## src/rtl/wave_pkg.sv

```systemverilog
// Shared constants and helpers for the wave mixer: sample width, clip counter width,
// saturation limits and a constant-evaluable clog2.
package wave_pkg;

   localparam int SAMPLE_W   = 16;
   localparam int CLIP_CNT_W = 16;

   function automatic int clog2(input int unsigned v);
      int          r;
      int unsigned x;
      r = 0;
      x = 1;
      while (x < v) begin
         x = x << 1;
         r++;
      end
      return r;
   endfunction

   function automatic longint sat_max(input int w);
      return (64'sd1 <<< (w - 1)) - 64'sd1;
   endfunction

   function automatic longint sat_min(input int w);
      return -(64'sd1 <<< (w - 1));
   endfunction

endpackage

```

## src/rtl/wave_mixer_stage.sv

```systemverilog
// One registered adder-tree level: N_IN signed operands of IN_W bits are summed
// pairwise into N_IN/2 signed results of IN_W+1 bits.
module wave_mixer_stage
   import wave_pkg::*;
#(
   parameter int IN_W = SAMPLE_W,
   parameter int N_IN = 4
) (
   input  logic                             clk,
   input  logic                             rst_n,
   input  logic                             en,
   input  logic                             valid_in,
   input  logic [N_IN*IN_W-1:0]             data_in,
   output logic                             valid_out,
   output logic [(N_IN/2)*(IN_W+1)-1:0]     data_out
);

   localparam int N_OUT = N_IN / 2;
   localparam int OUT_W = IN_W + 1;

   logic [N_OUT*OUT_W-1:0] sum_d;
   logic [N_OUT*OUT_W-1:0] sum_q;
   logic                   valid_q;

   always_comb begin
      sum_d = '0;
      for (int unsigned k = 0; k < N_OUT; k++) begin
         sum_d[k*OUT_W +: OUT_W] = OUT_W'($signed(data_in[(2*k)*IN_W +: IN_W]))
                                 + OUT_W'($signed(data_in[(2*k+1)*IN_W +: IN_W]));
      end
   end

   always_ff @(posedge clk or negedge rst_n) begin
      if (!rst_n) begin
         valid_q <= 1'b0;
         sum_q   <= '0;
      end else if (en) begin
         valid_q <= valid_in;
         sum_q   <= sum_d;
      end
   end

   assign valid_out = valid_q;
   assign data_out  = sum_q;

endmodule

```

## src/rtl/wave_mixer.sv

```systemverilog
// Pipelined signed mixer: registered adder tree, arithmetic shift, saturation, clip counter.
// Optional per-channel muting when WAVE_MIXER_MUTE_EN is defined.
module wave_mixer
   import wave_pkg::*;
#(
   parameter int WIDTH    = SAMPLE_W,
   parameter int CHANNELS = 4,
   parameter int SHIFT    = 0
) (
   input  logic                      clk,
   input  logic                      rst_n,
   input  logic                      in_valid,
   output logic                      in_ready,
   input  logic [CHANNELS*WIDTH-1:0] in_data,
`ifdef WAVE_MIXER_MUTE_EN
   input  logic [CHANNELS-1:0]       mute_mask,
`endif
   output logic                      out_valid,
   input  logic                      out_ready,
   output logic [WIDTH-1:0]          out_data,
   input  logic                      clip_clear,
   output logic [CLIP_CNT_W-1:0]     clip_count
);

   localparam int L     = clog2(CHANNELS);
   localparam int SUM_W = WIDTH + L;
   localparam logic signed [SUM_W-1:0] MAX_V = SUM_W'(sat_max(WIDTH));
   localparam logic signed [SUM_W-1:0] MIN_V = SUM_W'(sat_min(WIDTH));

   logic                      advance;
   logic [CHANNELS*WIDTH-1:0] cap_data;
   logic [SUM_W-1:0]          sum_full;
   logic                      sum_valid;
   logic signed [SUM_W-1:0]   shifted;
   logic [WIDTH-1:0]          sat_d;
   logic                      clip_d;
   logic                      out_valid_q;
   logic [WIDTH-1:0]          out_data_q;
   logic [CLIP_CNT_W-1:0]     clip_cnt_d;
   logic [CLIP_CNT_W-1:0]     clip_cnt_q;

   // Single global enable: the whole pipe moves only when the output slot can take a new sample.
   assign advance  = !out_valid_q || out_ready;
   assign in_ready = advance;

   always_comb begin
      cap_data = in_data;
`ifdef WAVE_MIXER_MUTE_EN
      for (int unsigned k = 0; k < CHANNELS; k++) begin
         if (mute_mask[k]) cap_data[k*WIDTH +: WIDTH] = '0;
      end
`endif
   end

   for (genvar g = 0; g < L; g++) begin : lvl
      localparam int IW = WIDTH + g;
      localparam int NI = CHANNELS >> g;

      logic [NI*IW-1:0]          din;
      logic                      vin;
      logic [(NI/2)*(IW+1)-1:0]  dout;
      logic                      vout;

      if (g == 0) begin : src
         assign din = cap_data;
         assign vin = in_valid;
      end else begin : src
         assign din = lvl[g-1].dout;
         assign vin = lvl[g-1].vout;
      end

      wave_mixer_stage #(
         .IN_W (IW),
         .N_IN (NI)
      ) u_stage (
         .clk       (clk),
         .rst_n     (rst_n),
         .en        (advance),
         .valid_in  (vin),
         .data_in   (din),
         .valid_out (vout),
         .data_out  (dout)
      );
   end

   assign sum_full  = lvl[L-1].dout;
   assign sum_valid = lvl[L-1].vout;

   always_comb begin
      shifted = $signed(sum_full) >>> SHIFT;
      clip_d  = 1'b0;
      sat_d   = shifted[WIDTH-1:0];
      if (shifted > MAX_V) begin
         sat_d  = MAX_V[WIDTH-1:0];
         clip_d = 1'b1;
      end else if (shifted < MIN_V) begin
         sat_d  = MIN_V[WIDTH-1:0];
         clip_d = 1'b1;
      end
   end

   // Clear wins over a simultaneous clip; the count sticks at all-ones.
   always_comb begin
      clip_cnt_d = clip_cnt_q;
      if (clip_clear) begin
         clip_cnt_d = '0;
      end else if (advance && sum_valid && clip_d && (clip_cnt_q != '1)) begin
         clip_cnt_d = clip_cnt_q + 1'b1;
      end
   end

   always_ff @(posedge clk or negedge rst_n) begin
      if (!rst_n) begin
         out_valid_q <= 1'b0;
         out_data_q  <= '0;
         clip_cnt_q  <= '0;
      end else begin
         clip_cnt_q <= clip_cnt_d;
         if (advance) begin
            out_valid_q <= sum_valid;
            out_data_q  <= sat_d;
         end
      end
   end

   assign out_valid  = out_valid_q;
   assign out_data   = out_data_q;
   assign clip_count = clip_cnt_q;

endmodule
```

## config.mk

```make
export PLATFORM = sky130hd
export DESIGN_NAME = wave_mixer
export DESIGN_NICKNAME = d
export VERILOG_FILES = /design/src/rtl/wave_pkg.sv /design/src/rtl/wave_mixer_stage.sv /design/src/rtl/wave_mixer.sv
export SDC_FILE = /design/constraint.sdc
export NUM_CORES = 1
export LEC_CHECK = 0
export ABC_CLOCK_PERIOD_IN_PS = 4300
export CAP_MARGIN = 15
export CORE_UTILIZATION = 41
export CTS_BUF_LIST = sky130_fd_sc_hd__clkbuf_4
export DETAILED_ROUTE_END_ITERATION = 16
export GPL_TIMING_DRIVEN = 0
export PLACE_DENSITY = 0.61
export SYNTH_ARGS = -nofsm -noshare
export SYNTH_HDL_FRONTEND = slang
export SYNTH_SLANG_ARGS = --single-unit
```

## constraint.sdc

```tcl
create_clock -name clk -period 4.3 [get_ports clk]
set_input_delay 1.29 -clock clk [delete_from_list [all_inputs] [get_ports clk]]
set_output_delay 1.29 -clock clk [all_outputs]
set_load 0.03 [all_outputs]
```

==> results.ini, run 1 <==
[drt]
dr.pass1.iters=4
antenna_left=0
vias=5334
wl_per_cell_um=14.4
drc=0
drt_iter0_markers=220
via_per_inst=5.30
routed_wl_um=14500

[sta]
rsz0062_at_grt=false
drv_slew=0
hold_viol=0
finalSetupViolations=0
fin_skew_ns=0.0179
setup_ws_ns=0.199
finalCriticalPeriod_ns=4.10
worst_pin_slew_ns=0.595
post-route-period-util_pct=95.4
max_slew_margin_pct=60.3
max_freq_ghz=0.244

[final_layout]
fin_util_pct=52.3
fillers=1370
drive_above_1_share_pct=4.36
instances_no_fill=1006
area_growth_pct=23.0
fin_nets=942
final_area_um2=7310

[logic_synthesis]
synth_top_area_share_pct=36.6
synth_edf_count=0
synth.largest_area_cell=dfrtp_1
synth_flop_cell=dfrtp_1
synth_area_um2=5950
syn_area_per_cell_um2=8.39
synthCells=709
async_flop_share_pct=100
yosysWarnings=0
yosys.cell_types.count=58
synth-seq-cells=87
synth_fp_nets=831
synth_seq_area_share_pct=36.6
ys_top_cells_by_area=dfrtp_1 (37%), ha_1 (11%), nand2_1 (6.5%)

[die]
io_pins=103
coreArea_um2=14000
rows=43
dieArea_um2=15000
die_w_um=122
die_h_um=122
start_util_pct=42.5

[clocking]
tritoncts=yes
cts_max_path_buffers=2
clk_latency_ns=0.46
clkTransAtPathRegs_ns=0.13
cts-root-buf=clkbuf_4
numCtsBuffers=9
clock-sinks=87
cts_setup_buffers=0
htreeDepth=3

[setup_path]
cp_data_required_time_ns=3.01
rrSetupSlack_ns=1.77
crit_arrival_ns=2.81
crit_path_frequent_cell=clkdlybuf4s50_1
worstPathCellList=clkdlybuf4s50_1 > nor2b_1 > inv_4 > clkdlybuf4s50_1
worstPathMaxFanout=24
crit_slowest_cell=clkdlybuf4s50_1
path_delay_family=buffers and inverters
end_kind=output port
cp-start-kind=input pin
max_stage_delay_ns=0.73
criticalPathCategory=input pin to output port
critPathBufInv=3

[pwr]
p_leak_nw=3.10
peakVddDrop_uv=147
power_density_nw_per_um2=539
finalPower_mw=3.94

[grt]
antenna_found_initial=1
grt_pass1_wl_um=24000
grt_overflow=0
grt_max_degree=45
grt_usage_pct=20.4
grt_pass1_vias=5005

[place]
place_ws_ns=-0.716
portBuffers=101
placedInstanceArea_um2=7200
dpl.hpwl_um=11400
place_congestion=0.866
dp_cells=991

[job]
drv_cap=0

[worst_hold_path]
hp-class=flop to flop

[run_status]
status=finished clean

## cell families after synthesis
group | Yosys count | share of synthesized area [%]
and+or+nand+nor | 262 | 19.7
AOI/OAI and AO/OA | 206 | 20.9
DFF | 87 | 36.6
adders and majority gates | 53 | 11.5
xor gates and xnor gates | 49 | 7.22
buffers and inverters | 48 | 3.32
muxes | 4 | 0.673
## cell usage after synthesis, types with 7 or more instances
master and count:
nand2_1 103, ha_1 50, nor3b_1 7, and3_1 7, nor2_1 95, a21oi_1 71
xnor2_1 25, clkbuf_1 23, a21o_1 12, dfrtp_1 87, inv_1 15, xor2_1 24
o21ai_0 63, o211ai_1 8, nand3_1 10
## repair_timing
action	in CTS	in global routing
resized for setup	0	2
hold buffers	0	0
gates cloned	0	0
setup endpoints to repair	1	1
## layer usage
metal	routed length [µm]	vias up	GRT usage (%)
met3	377	11	1.86
met2	6990	86	34.4
met4	192	0	6.86
li1	-	2729	-
met1	6940	2508	27.4
met5	0	-	0
## stage by stage
stage	hold slack, ns	setup TNS [ns]
floorplan	0.439	0
global placement	0.453	-105.47
detailed placement	0.465	-0.716
CTS	0.497	0
global route	0.525	0
finish	0.489	0
## where the power goes
part	leakage (nW)	internal (mW)	switching, mW
clock network	0.0541	0.119	0.301
logic	2.00	0.911	1.30
registers	1.04	1.11	0.204
total	3.10	2.14	1.81
## worst paths after layout
check | endpoint | from | cells after the start
worst max register to register | lvl[1].u_stage.data_out[16] | lvl[0].u_stage.data_out[0] | 9
worst max-delay path | in_ready | out_ready | 4
worst min register to register | lvl[0].u_stage.valid_out | lvl[0].u_stage.valid_out | 2
min in group asynchronous | out_data[7] | rst_n | 1
worst min-delay path | lvl[0].u_stage.valid_out | lvl[0].u_stage.valid_out | 2
max in group asynchronous | lvl[0].u_stage.data_out[14] | rst_n | 2
## cell type report
cell class	instances	area, µm²	area share, %
Timing Repair Buffer	102	1030	14.1
Clock buffer	9	67.6	0.924
Antenna cell	1	2.50	0.0342
Inverter	16	62.6	0.856
Tap cell	180	225	3.08
Sequential cell	87	2180	29.8
Clock inverter	7	47.5	0.650
Multi-Input combinational cell	574	3570	48.8
Buffer	30	130	1.78
## worst min-delay path, cell delays in order, from the launching register on
cell	delay, ns
dfrtp_1	0.37
nand2_1	0.05
nand2_1	0.05
## placed cells by master, fill, tap and decap left out, drive strengths merged, types with 10 or more instances in the layout
| cell type | n |
|---|---|
| nand2 | 103 |
| clkdlybuf4s50 | 100 |
| nor2 | 95 |
| dfrtp | 87 |
| a21oi | 71 |
| o21ai | 67 |
| ha | 50 |
| clkbuf | 30 |
| xnor2 | 25 |
| xor2 | 24 |
| inv | 18 |
| a21o | 12 |
| nor3 | 12 |
| buf | 11 |
| nand3 | 10 |
## sequential cells by signal (all words and copies together) (netlist names)
| signal | cells |
|---|---|
| out_data | 16 |
| lvl.u_stage.data_out | 52 |
| out_valid | 1 |
| clip_count | 16 |
| lvl.u_stage.valid_out | 2 |
(Power assumes the default switching activity.)
==> run 2: changes to the inputs <==
CTS_CLUSTER_DIAMETER = 30   (was not set)
PLACE_DENSITY = not set   (was 0.61)
==> results.ini, run 2 (same netlist as run 1, synthesis figures left out) <==
[run_status]
status=finished clean  ; unchanged

[sta]
worst_pin_slew_ns=0.630  ; was 0.595 ns
max_freq_ghz=0.244  ; about the same
drv_slew=0  ; unchanged
rsz0062_at_grt=false  ; unchanged
finalSetupViolations=0  ; unchanged
max_slew_margin_pct=58.0  ; was 60.3%
fin_skew_ns=0.0308  ; was 0.0179 ns
post-route-period-util_pct=95.4  ; about the same
hold_viol=0  ; unchanged
finalCriticalPeriod_ns=4.10  ; about the same

[final_layout]
final_area_um2=7310  ; about the same
final_common_cell=nand2_1  ; unchanged
fin_nets=942  ; unchanged
drive_above_1_share_pct=4.49  ; was 4.36%
final_cell_mix=nand2_1 (103), clkdlybuf4s50_1 (100), nor2_1 (95)  ; unchanged
fin_util_pct=52.3  ; about the same
largest_register_ffs=52  ; unchanged
area_growth_pct=23.0  ; about the same

[die]
die_h_um=122  ; unchanged
die_w_um=122  ; unchanged
io_pins=103  ; unchanged
coreArea_um2=14000  ; unchanged
start_util_pct=42.5  ; unchanged
rows=43  ; unchanged
dieArea_um2=15000  ; unchanged

[pwr]
power_density_nw_per_um2=542  ; was 539 nW/µm²
peakVddDrop_uv=182  ; was 147 µV
p_leak_nw=3.11  ; was 3.10 nW
finalPower_mw=3.96  ; was 3.94 mW

[setup_path]
cp_data_required_time_ns=3.01  ; about the same
crit_arrival_ns=2.81  ; about the same
worstPathMaxFanout=24  ; unchanged
end_kind=output port  ; unchanged
cp-start-kind=input pin  ; unchanged
criticalPathCategory=input pin to output port  ; unchanged

[drt]
dr.pass1.iters=5  ; was 4
via_per_inst=5.39  ; was 5.30
antenna_left=0  ; unchanged
drt_iter0_markers=259  ; was 220
routed_wl_um=15100  ; was 14500 µm
drc=0  ; unchanged
wl_per_cell_um=15.0  ; was 14.4 µm
vias=5415  ; was 5334

[place]
place_congestion=0.866  ; about the same
portBuffers=101  ; unchanged
placedInstanceArea_um2=7210  ; was 7200 µm²
dpl.hpwl_um=11600  ; was 11400 µm

[grt]
grt_overflow=0  ; unchanged
grt_pass1_wl_um=25200  ; was 24000 µm
grt_usage_pct=21.6  ; was 20.4%
antenna_found_initial=1  ; unchanged
grt_pass1_vias=5189  ; was 5005
grt_max_degree=47  ; was 45

[clocking]
htreeDepth=3  ; unchanged
cts_max_path_buffers=2  ; unchanged
cts-root-buf=clkbuf_4  ; unchanged
clkTransAtPathRegs_ns=0.13  ; about the same
cts_setup_buffers=0  ; unchanged
clk_latency_ns=0.48  ; was 0.46 ns
clock-sinks=87  ; unchanged
tritoncts=yes  ; unchanged
cts_hold_buf=0  ; unchanged
numCtsBuffers=9  ; unchanged

[job]
drv_cap=0  ; unchanged

[worst_hold_path]
hp-class=flop to flop  ; unchanged

-- run 2: cell count changes in the layout (fill, tap and decap cells not counted) --
cell / previous run / this run
buf_12: 1 / 0
inv_6: 2 / 0
clkinv_1: 2 / 0
clkinv_4: 0 / 1
clkinv_2: 0 / 3
clkinvlp_4: 3 / 0
clkbuf_4: 9 / 11
buf_16: 0 / 1
-- run 2: cell type report --
cell class	instances	area, µm²
inverters	16	62.6
plain buffers	30	130
multi-input cells	574	3570
clock buffers	11	82.6
repair buffers	102	1040
clock inverters	4	23.8
well taps	180	225
flip-flops and latches	87	2180
diodes	1	2.50
fillers	1373	6680
-- run 2: what timing repair did --
action	in CTS	in global routing
gates resized for setup	0	2
pin swaps	0	0
cloned	0	0
setup endpoints to repair	1	1
-- run 2: power by group --
group	switching, mW	leakage, nW	internal [mW]
clock network	0.284	0.0665	0.127
registers	0.211	1.04	1.11
logic	1.32	2.00	0.912
total	1.82	3.11	2.14
-- run 2: final timing paths --
path	cells past startpoint	slack [ns]	endpoint	startpoint
worst max-delay path	4	0.20	in_ready	out_ready
worst min-delay path	2	0.49	lvl[0].u_stage.data_out[17]	lvl[0].u_stage.data_out[17]
worst max register to register	9	1.79	lvl[1].u_stage.data_out[16]	lvl[0].u_stage.data_out[0]
worst min register to register	2	0.49	lvl[0].u_stage.data_out[17]	lvl[0].u_stage.data_out[17]
max in group asynchronous	2	2.87	lvl[0].u_stage.data_out[14]	rst_n
min in group asynchronous	1	0.78	out_data[7]	rst_n
-- run 2: stage by stage --
step	hold slack (ns)	instances	setup slack (ns)	setup TNS [ns]
after floorplan	0.439	709	0.857	0
after global placement	0.454	990	-1.17	-102.30
after detailed placement	0.462	991	-0.722	-0.722
after CTS	0.494	1004	0.0170	0
after global routing	0.533	1005	0.121	0
final	0.487	1005	0.197	0
-- run 2: critical path: stages --
cell and delay [ns]:
clkdlybuf4s50_1 0.46, nor2b_1 0.07, inv_4 0.25, clkdlybuf4s50_1 0.74
-- run 2: layer usage --
metal  global-route usage [%]  vias to the layer above  wire [µm]
li1                         -                     2720          -
met5                        0                        -          0
met2                     36.5                      105       7300
met4                     8.00                        0        221
met3                     2.65                       13        429
met1                     28.2                     2577       7110
==> run 3: changes to the inputs <==
CELL_PAD_IN_SITES_DETAIL_PLACEMENT = 0   (was not set)
CELL_PAD_IN_SITES_GLOBAL_PLACEMENT = 2   (was not set)
CORE_UTILIZATION = 35   (was 41)
PLACE_DENSITY_LB_ADDON = 0.1   (was not set)
==> results.ini, run 3 (same netlist as run 1, synthesis figures left out) <==
[drt]
vias=5272  ; was 5415
drc=0  ; unchanged
routed_wl_um=15700  ; was 15100 µm
via_per_inst=5.04  ; was 5.39
wl_per_cell_um=15.0  ; about the same
drt_iter0_markers=199  ; was 259
antenna_left=0  ; unchanged
dr.pass1.iters=4  ; was 5

[final_layout]
fin_nets=942  ; unchanged
final_common_cell=nand2_1  ; unchanged
drive_above_1_share_pct=4.49  ; unchanged
area_growth_pct=24.7  ; was 23.0%
largest_register_ffs=52  ; unchanged
final_cell_mix=nand2_1 (103), clkdlybuf4s50_1 (100), nor2_1 (95)  ; unchanged

[die]
die_h_um=132  ; was 122 µm
die_w_um=132  ; was 122 µm
coreArea_um2=16600  ; was 14000 µm²
rows=47  ; was 43
io_pins=103  ; unchanged
dieArea_um2=17500  ; was 15000 µm²
start_util_pct=35.9  ; was 42.5%

[grt]
antenna_found_initial=1  ; unchanged
grt_overflow=0  ; unchanged
grt_max_degree=49  ; was 47
grt_pass1_vias=5272  ; was 5189
grt_pass1_wl_um=26300  ; was 25200 µm
grt_usage_pct=18.8  ; was 21.6%

[sta]
post-route-period-util_pct=96.4  ; was 95.4%
tns_ns=0  ; unchanged
fin_skew_ns=0.0178  ; was 0.0308 ns
hold_viol=0  ; unchanged
rsz0062_at_grt=false  ; unchanged
finalCriticalPeriod_ns=4.14  ; was 4.10 ns
max_freq_ghz=0.241  ; was 0.244 GHz
worst_pin_slew_ns=0.616  ; was 0.630 ns
max_slew_margin_pct=58.9  ; was 58.0%
holdWs_ns=0.481  ; was 0.487 ns
drv_slew=0  ; unchanged
finalSetupViolations=0  ; unchanged

[place]
dpl.hpwl_um=12400  ; was 11600 µm
place_congestion=0.839  ; was 0.866
portBuffers=101  ; unchanged

[worst_hold_path]
hp-start=out_data[15]  ; was lvl[0].u_stage.data_out[17]
hp-class=flop to flop  ; unchanged
hold_end=out_data[15]  ; was lvl[0].u_stage.data_out[17]
hold_depth=2  ; unchanged

[pwr]
p_leak_nw=3.13  ; was 3.11 nW
power_density_nw_per_um2=551  ; was 542 nW/µm²
peakVddDrop_uv=229  ; was 182 µV

[setup_path]
reg2reg_depth=9  ; unchanged
crit_arrival_ns=2.85  ; was 2.81 ns
worstPathMaxFanout=24  ; unchanged
end_kind=output port  ; unchanged
rr_startpoint=lvl[0].u_stage.data_out[0]  ; unchanged
r2r-end=lvl[1].u_stage.data_out[16]  ; unchanged
cp_data_required_time_ns=3.01  ; about the same
criticalPathCategory=input pin to output port  ; unchanged
rrSetupSlack_ns=1.84  ; was 1.79 ns
cp-start-kind=input pin  ; unchanged

[clocking]
cts-root-buf=clkbuf_4  ; unchanged
numCtsBuffers=9  ; unchanged
htreeDepth=3  ; unchanged
cts_max_path_buffers=2  ; unchanged
tritoncts=yes  ; unchanged
clk_latency_ns=0.48  ; about the same
clock-sinks=87  ; unchanged
clkTransAtPathRegs_ns=0.14  ; was 0.13 ns
cts_hold_buf=0  ; unchanged

[run_status]
status=finished clean  ; unchanged

[job]
drv_cap=0  ; unchanged

==> run 3: cell types whose count changed in the layout (fill, tap and decap cells not counted) <==
cell,before,now
clkbuf_4,11,10
bufinv_16,0,2
clkinvlp_4,0,2
clkinv_2,3,0
==> run 3: area by class of cell <==
cell class                      instances  area, µm²
Inverter                               16       62.6
Clock inverter                          5       83.8
Buffer                                 30        130
Sequential cell                        87       2180
Clock buffer                           10       75.1
Antenna cell                            1       2.50
Tap cell                              220        275
Timing Repair Buffer                  102       1040
Fill cell                            1709       9170
Multi-Input combinational cell        574       3570
==> run 3: critical path, stage by stage <==
cell and delay, ns:
clkdlybuf4s50_1 0.40, nor2b_1 0.30, inv_4 0.21, clkdlybuf4s50_1 0.64
==> run 3: through the flow <==
step / setup slack (ns) / instances / util, % / cell area [µm²] / power (mW)
global placement: -1.28 / 1030 / 43.6 / 7230 / 3.56
floorplan: 0.857 / 709 / - / 5950 / 2.86
detailed placement: -0.765 / 1031 / 43.8 / 7260 / 3.59
CTS: 0.145 / 1044 / 44.7 / 7410 / 4.13
global route: 0.0936 / 1045 / 44.7 / 7410 / 4.46
finish: 0.156 / 1045 / 44.7 / 7410 / 4.08
==> run 3: repair_timing <==
action / 4_1_cts / 5_1_grt
setup buffers: 0 / 0
hold endpoints to repair: 0 / 0
gates resized for setup: 1 / 0
setup endpoints to repair: 1 / 0
==> run 3: power by group <==
part | internal (mW) | total [mW] | switching (mW) | leakage, nW
clock network | 0.240 | 0.537 | 0.297 | 0.0787
logic | 0.911 | 2.23 | 1.32 | 2.00
registers | 1.11 | 1.31 | 0.206 | 1.04
==> run 3: worst max path at each step <==
| stage | cells past startpoint | endpoint | slack, ns | startpoint |
|---|---|---|---|---|
| 6_report | 4 | in_ready | 0.16 | out_ready |
| 5_1_grt | 4 | in_ready | 0.09 | out_ready |
| 4_1_cts | 4 | in_ready | 0.15 | out_ready |
| 3_5_place_dp | 6 | in_ready | -0.76 | out_ready |
| 3_3_place_gp | 1 | lvl[0].u_stage.data_out[26] | -1.28 | rst_n |
| 2_1_floorplan | 4 | in_ready | 0.86 | out_ready |
==> run 3: routing by layer <==
| layer | vias up | part of all wire, % | global-route usage (%) |
|---|---|---|---|
| li1 | 2708 | - | - |
| met1 | 2448 | 48 | 24.9 |
| met2 | 97 | 47 | 31.5 |
| met3 | 19 | 2.9 | 2.11 |
| met4 | 0 | 2.0 | 7.09 |
| met5 | - | 0 | 0 |
